$ cat src/rtl/key_sw_pkg.sv
// Shared register map and bus types for the pushbutton/switch input agent.
package key_sw_pkg;

    typedef logic [2:0] addr_t;

    localparam addr_t ADDR_DATA     = 3'd0;
    localparam addr_t ADDR_KEY_EDGE = 3'd1;
    localparam addr_t ADDR_KEY_MASK = 3'd2;
    localparam addr_t ADDR_SW_EDGE  = 3'd3;
    localparam addr_t ADDR_ID       = 3'd4;

    localparam logic [31:0] KEY_SW_ID = 32'h4B53_0001;

endpackage

$ cat src/rtl/debounce_bit.sv
// Two-flop synchronizer plus counter debouncer for one input bit.
// rise/fall are combinational strobes, valid in the cycle before stable changes.
module debounce_bit #(
    parameter int unsigned DEBOUNCE_CYCLES = 1000000
) (
    input  logic clk,
    input  logic reset_n,
    input  logic raw,
    output logic stable,
    output logic rise,
    output logic fall
);

    localparam int unsigned CNT_W = (DEBOUNCE_CYCLES > 1) ? $clog2(DEBOUNCE_CYCLES) : 1;
    localparam logic [CNT_W-1:0] CNT_MAX = CNT_W'(DEBOUNCE_CYCLES - 1);

    logic             meta;
    logic             sync;
    logic [CNT_W-1:0] cnt;
    logic             settle;

    assign settle = (sync != stable) && (cnt == CNT_MAX);
    assign rise   = settle & sync;
    assign fall   = settle & ~sync;

    // Counter only advances while sync disagrees with stable, so it never passes CNT_MAX.
    always_ff @(posedge clk) begin
        if (!reset_n) begin
            meta   <= 1'b0;
            sync   <= 1'b0;
            stable <= 1'b0;
            cnt    <= '0;
        end else begin
            meta <= raw;
            sync <= meta;
            if (sync == stable) begin
                cnt <= '0;
            end else if (cnt == CNT_MAX) begin
                stable <= sync;
                cnt    <= '0;
            end else begin
                cnt <= cnt + CNT_W'(1);
            end
        end
    end

endmodule

$ cat src/rtl/key_sw_agent.sv
// Avalon-MM responder exposing debounced KEY/SW levels, sticky edge registers
// and a maskable key-press interrupt to the HPS lightweight bridge.
module key_sw_agent
    import key_sw_pkg::*;
#(
    parameter int unsigned DEBOUNCE_CYCLES = 1000000,
    parameter int unsigned N_KEY           = 4,
    parameter int unsigned N_SW            = 10
) (
    input  logic              clk,
    input  logic              reset_n,
    input  addr_t             address,
    input  logic              chipselect,
    input  logic              read,
    input  logic              write,
    input  logic [31:0]       writedata,
    output logic [31:0]       readdata,
    output logic              irq,
    input  logic [N_KEY-1:0]  key,
    input  logic [N_SW-1:0]   sw
);

    logic [N_KEY-1:0] key_db, key_rise, key_fall;
    logic [N_SW-1:0]  sw_db, sw_rise, sw_fall;
    logic [N_KEY-1:0] key_edge, key_mask;
    logic [N_SW-1:0]  sw_edge;

    logic             wr_c, rd_c;
    logic [N_KEY-1:0] key_clr_c;
    logic [N_SW-1:0]  sw_clr_c;
    logic [31:0]      rdata_c;
    logic             unused_bits;

    // Keys enter the debouncer inverted so that 1 = pressed and reset means released.
    for (genvar i = 0; i < N_KEY; i++) begin : g_key
        debounce_bit #(.DEBOUNCE_CYCLES(DEBOUNCE_CYCLES)) u_db (
            .clk    (clk),
            .reset_n(reset_n),
            .raw    (~key[i]),
            .stable (key_db[i]),
            .rise   (key_rise[i]),
            .fall   (key_fall[i])
        );
    end

    for (genvar i = 0; i < N_SW; i++) begin : g_sw
        debounce_bit #(.DEBOUNCE_CYCLES(DEBOUNCE_CYCLES)) u_db (
            .clk    (clk),
            .reset_n(reset_n),
            .raw    (sw[i]),
            .stable (sw_db[i]),
            .rise   (sw_rise[i]),
            .fall   (sw_fall[i])
        );
    end

    assign unused_bits = ^{writedata, key_fall};

    // Decode strobes, W1C masks and read mux.
    always_comb begin
        wr_c      = chipselect & write;
        rd_c      = chipselect & read;
        key_clr_c = '0;
        sw_clr_c  = '0;
        rdata_c   = '0;
        if (wr_c && address == ADDR_KEY_EDGE) key_clr_c = writedata[N_KEY-1:0];
        if (wr_c && address == ADDR_SW_EDGE)  sw_clr_c  = writedata[N_SW-1:0];
        case (address)
            ADDR_DATA:     rdata_c = 32'({sw_db, key_db});
            ADDR_KEY_EDGE: rdata_c = 32'(key_edge);
            ADDR_KEY_MASK: rdata_c = 32'(key_mask);
            ADDR_SW_EDGE:  rdata_c = 32'(sw_edge);
            ADDR_ID:       rdata_c = KEY_SW_ID;
            default:       rdata_c = '0;
        endcase
    end

    // A new edge in the same cycle as its W1C leaves the bit set.
    always_ff @(posedge clk) begin
        if (!reset_n) begin
            key_edge <= '0;
            sw_edge  <= '0;
            key_mask <= '0;
            readdata <= '0;
            irq      <= 1'b0;
        end else begin
            key_edge <= (key_edge & ~key_clr_c) | key_rise;
            sw_edge  <= (sw_edge & ~sw_clr_c) | sw_rise | sw_fall;
            if (wr_c && address == ADDR_KEY_MASK) key_mask <= writedata[N_KEY-1:0];
            if (rd_c) readdata <= rdata_c;
            irq <= |(key_edge & key_mask);
        end
    end

endmodule

$ cat config.mk
export PLATFORM = sky130hd
export DESIGN_NAME = key_sw_agent
export DESIGN_NICKNAME = d
export VERILOG_FILES = /design/src/rtl/key_sw_pkg.sv /design/src/rtl/debounce_bit.sv /design/src/rtl/key_sw_agent.sv
export SDC_FILE = /design/constraint.sdc
export NUM_CORES = 1
export LEC_CHECK = 0
export ABC_AREA = 1
export CAP_MARGIN = 40
export CORE_AREA = 4 4 178 180
export CTS_CLUSTER_DIAMETER = 120
export CTS_CLUSTER_SIZE = 25
export DETAILED_ROUTE_END_ITERATION = 8
export DIE_AREA = 0 0 182 184
export GPL_TIMING_DRIVEN = 0
export PLACE_DENSITY = 0.77
export SYNTH_ARGS = -nofsm -noshare
export SYNTH_HDL_FRONTEND = slang
export SYNTH_SLANG_ARGS = --single-unit
$ cat constraint.sdc
create_clock -name clk -period 1.7 [get_ports clk]
set_input_delay 0.425 -clock clk [delete_from_list [all_inputs] [get_ports clk]]
set_output_delay 0.425 -clock clk [all_outputs]
set_load 0.05 [all_outputs]
* Yosys cells after proc, flatten, opt, wreduce, memory -nomap -nowiden
Cells that the tools add are included.
Word-level totals: register bits after elaboration 373, bits in latches 0, memory bits (writable) 0, bits in read-only memories 0, output and inout port bits 33, word-level logic and storage cells 234, memories kept 0
Operators by class: add/sub/neg operators 14, $mul 0, divide/modulo/power cells 0, $lt $le $gt $ge 0, eq/ne operators 46, shift-type cells 0, multiplexer cells 3, bitwise logic cells 63, reductions and logical operators 47
Operator list (count):
- adder 20 x 1 -> 20 bit, second input constant | 14
- == test 20 bit, second input constant | 14
- one-hot mux 31 bit (5 select lines) | 1
- OR reduction 3 bit | 14
- NOT 1 bit | 29
- AND reduction 2 bit | 14
- bitwise AND 1 bit | 26
- bitwise OR 10 bit | 2
- logical AND 1 bit | 17
- == test 1 bit | 14
- inequality test 1 bit | 14
- bitwise AND 10 bit | 1
- two-way mux 10 bit | 1
- NOT 10 bit | 1
- bitwise AND 4 bit | 2
- == test 3 x 2 -> 1 bit, second input constant | 2
- two-way mux 4 bit | 1
- NOT 4 bit | 1
- bitwise OR 4 bit | 1
- OR reduction 4 bit | 1
- == test 3 x 1 -> 1 bit, second input constant | 1
- == test 3 bit, second input constant | 1
- logical NOT 3 bit | 1

* Depth between registers and ports, before layout
depth in word-level cells 7, gate-level depth with buffers 9, mapped depth without buffers 9

* Modules after synthesis
From an unflattened synthesis, not the netlist that was laid out.
Unflattened totals: cells, all modules 2797, area, all modules 18667.9 sq um
Modules (own cells, without submodules):
- debounce_bit | times used 14, cells an instance 182, area an instance 1202.4 sq um, seq. area each 460.4 sq um
- key_sw_agent | times used 1, cells an instance 249, area an instance 1834.3 sq um, seq. area each 680.7 sq um

* Worst setup path after synthesis
OpenSTA, ideal clock, no wires.
path type reg2out, from reg readdata[27] (netlist name), to out readdata[17], data arrival time 1.027 ns, data required time 1.275 ns, path slack 0.248 ns, cell stages (with the launch flop) 2, buffers on the path 1, cells stage by stage dfxtp_1 buf_4
RTL lines:
- end, declared | line key_sw_agent.sv:17 | output logic [31:0] readdata,

* Worst setup path after layout
from reg readdata[1], to out readdata[1]
RTL lines:
- start signal, assigned | line key_sw_agent.sv:90 | if (rd_c) readdata <= rdata_c;
No word-level cell between the ends.

==> impl_metrics.env <==
export IMPL_ys_seq_area_share_pct=39.7
export IMPL_cts_tree="yes"
export IMPL_dp_hpwl_um=30700
export IMPL_routedWlPerCell_um=13.1
export IMPL_antenna_found_initial=0
export IMPL_skew_ns=0.0216
export IMPL_hold_slack_ns=0.311
export IMPL_yosysWarnings=0
export IMPL_grt_overflow=0
export IMPL_power_uw=13700
export IMPL_clkPwrFrac_pct=34.6
export IMPL_synth_area_leader_cell="dfxtp_1"
export IMPL_met2_usage_pct=41.7
export IMPL_syn_cell_area_sq_mm=0.0179
export IMPL_cts_made_buffers=18
export IMPL_vias_per_cell=5.21
export IMPL_p_int_uw=10600
export IMPL_port_buffers=52
export IMPL_rows=64
export IMPL_cp_arrival_ns=1.24
export IMPL_ios=87
export IMPL_grt_first_pass_wirelength_um=68900
export IMPL_cp_max_fo=2
export IMPL_status="complete, no violations"
export IMPL_synth_edff_count=0
export IMPL_start_util_pct=59.4
export IMPL_die_w_um=182
export IMPL_drcViolationCount=0
export IMPL_finalNonFillerCells=3134
export IMPL_cp_start_kind="flop"
export IMPL_grt_pass1_vias=15300
export IMPL_cts_buffer_depth=3
export IMPL_avgSynthCellArea_sq_um=6.77
export IMPL_htreeDepth=1
export IMPL_die_area_sq_mm=0.0335
export IMPL_end_kind="output pin"
export IMPL_required_ns=1.27
export IMPL_clock_sinks=356
export IMPL_clk_latency_ns=0.53
export IMPL_synth_most_common_cell="nand2_1"
export IMPL_maxSlewHeadroom_pct=48.1
export IMPL_hp_class="in -> reg"
export IMPL_critPathTopFamily="flip-flops"
export IMPL_gp_congestion=0.935
export IMPL_ys_flop_type="dfxtp_1"
export IMPL_fp_coreArea_sq_mm=0.0302
export IMPL_critical_path_slowest_cell="dfxtp_1"
export IMPL_drtIter0Drc=946
export IMPL_clkTransAtPathRegs_ns=0.10
export IMPL_antennaDiodeCount=0
export IMPL_synth_cells=2652
export IMPL_switching_share_pct=22.5
export IMPL_critPathKind="reg -> out"
export IMPL_p_per_area_mw_per_mm2=702
export IMPL_setup_violations=0
export IMPL_drv_cap=0
export IMPL_hold_viol=0
export IMPL_die_h_um=184
export IMPL_max_freq_mhz=601
export IMPL_yosysTopAreaCellShare_pct=39.7
export IMPL_max_vdd_ir_drop_mv=0.831
export IMPL_grtUsageMet1_pct=31.9
export IMPL_slew_viol_final=0
export IMPL_comb_power_share_pct=3.9
export IMPL_synthTopCellsByArea="dfxtp_1 (40%), nand2_1 (14%), nor2_1 (12%)"
export IMPL_drive_above_1_share_pct=7.01
export IMPL_ant_nets=0
export IMPL_use_met3_pct=2.67
export IMPL_area_growth_pct=8.66
export IMPL_path_buf_inv=1
export IMPL_p_switching_uw=3090
export IMPL_async_flop_share_pct=0
export IMPL_grt_busiest_layer="met2"
export IMPL_synth_cell_types=37
export IMPL_p_seq_share_pct=61.5
export IMPL_multi_input_area_sq_mm=0.00950
export IMPL_wl_um=40900
export IMPL_fin_tns_setup_ns=0
export IMPL_grtUsageTotal_pct=23.7
export IMPL_fillers=2722
export IMPL_seq_area_sq_mm=0.00714
export IMPL_post_route_min_period_ns=1.66
export IMPL_fin_crit_sh_pct=97.8
export IMPL_tightestPinTransition_ns=0.778
export IMPL_dp_cells=3109
export IMPL_max_stage_delay_ns=0.42
export IMPL_dr_pass1_iters=5
export IMPL_synthTopCellsByCount="nand2_1 (649), nor2_1 (576), dfxtp_1 (356)"
export IMPL_leakage_uw=0.00604
export IMPL_crit_chain="buf_2"
export IMPL_final_nets=2806
export IMPL_ys_ff_latch=356
export IMPL_clockRootBuffer="clkbuf_16"
export IMPL_vias=16300
export IMPL_grt_max_degree=26
## layout make-up
type	count	share of cell area (%)
multi-input combinational	1978	48.7
sequential	356	36.6
inverter	270	5.20
tap	396	2.54
timing repair buffer	58	2.53
clock buffer	19	2.44
buffer	56	1.85
clock inverter	1	0.103
## per-layer routing
layer	vias to the layer above	routed length, um
met5	-	0
met4	0	685
met3	53	1840
met2	343	19500
met1	7428	18900
li1	8494	-
## final timing paths
kind         cells after the start  slack, ns            startpoint                     to
min                              4       0.31            address[0]           readdata[27]
max                              1       0.04           readdata[1]            readdata[1]
min reg2reg                      2       0.41     g_sw[2].u_db.meta      g_sw[2].u_db.sync
max reg2reg                      9       0.10  g_key[3].u_db.cnt[0]  g_key[3].u_db.cnt[12]
## cells in the final DEF, fill, tap and decap left out, drive strengths merged, types with 30 or more instances in the layout
cell type | Yosys | routed
xnor2 | 51 | 51
nand3 | 203 | 203
inv | 270 | 271
clkbuf | 12 | 30
nand2 | 663 | 663
buf | 45 | 74
nor2 | 604 | 604
dfxtp | 356 | 356
xor2 | 83 | 83
nor3 | 40 | 40
a21oi | 134 | 134
o21ai | 53 | 53
nand4 | 65 | 65
## what timing repair did
| action | in CTS | in global routing |
|---|---|---|
| hold buffers | 0 | 0 |
| endpoints found under the setup margin | 144 | 89 |
| pin swaps | 1 | 1 |
| buffers inserted | 1 | 5 |
| gates resized for setup | 122 | 25 |
## metrics by stage
| step | util, % | worst slack (ns) | area, sq um |
|---|---|---|---|
| final | 64.6 | 0.0374 | 19500 |
| after global routing | 64.6 | -0.00134 | 19500 |
| after CTS | 64.3 | 0.0103 | 19400 |
| after detailed placement | 62.9 | -0.862 | 19000 |
| after global placement | 62.9 | -0.846 | 19000 |
| after floorplan | - | 0.248 | 18000 |
## flip-flops by register name (all words and copies together) (netlist names), 10 cells and up
register          flops
g_sw.u_db.meta       10
g_sw.u_db.sync       10
g_key.u_db.cnt       80
readdata             15
sw_edge              10
g_sw.u_db.cnt       200
g_sw.u_db.stable     10
## cell families (layout without fill, tap and decap cells)
logic type	count (synthesis)	after routing	share of synthesized area (%)
simple gates	1625	1625	39.5
flops	356	356	39.7
buf+inv	327	404	7.67
compound gates	195	195	5.55
xor+xnor	134	134	6.54
fa+ha+maj	14	14	0.976
other cells	1	10	0.0209
## power groups by stage
stage	sequential [uW]	combinational, uW	clock [uW]
6_report	8420	535	4740
3_3_place_gp	8610	530	0
3_5_place_dp	8610	534	0
4_1_cts	8420	524	4880
5_1_grt	8430	576	5180
2_1_floorplan	8630	305	0
No activity file was read; power rests on OpenSTA's default activity.
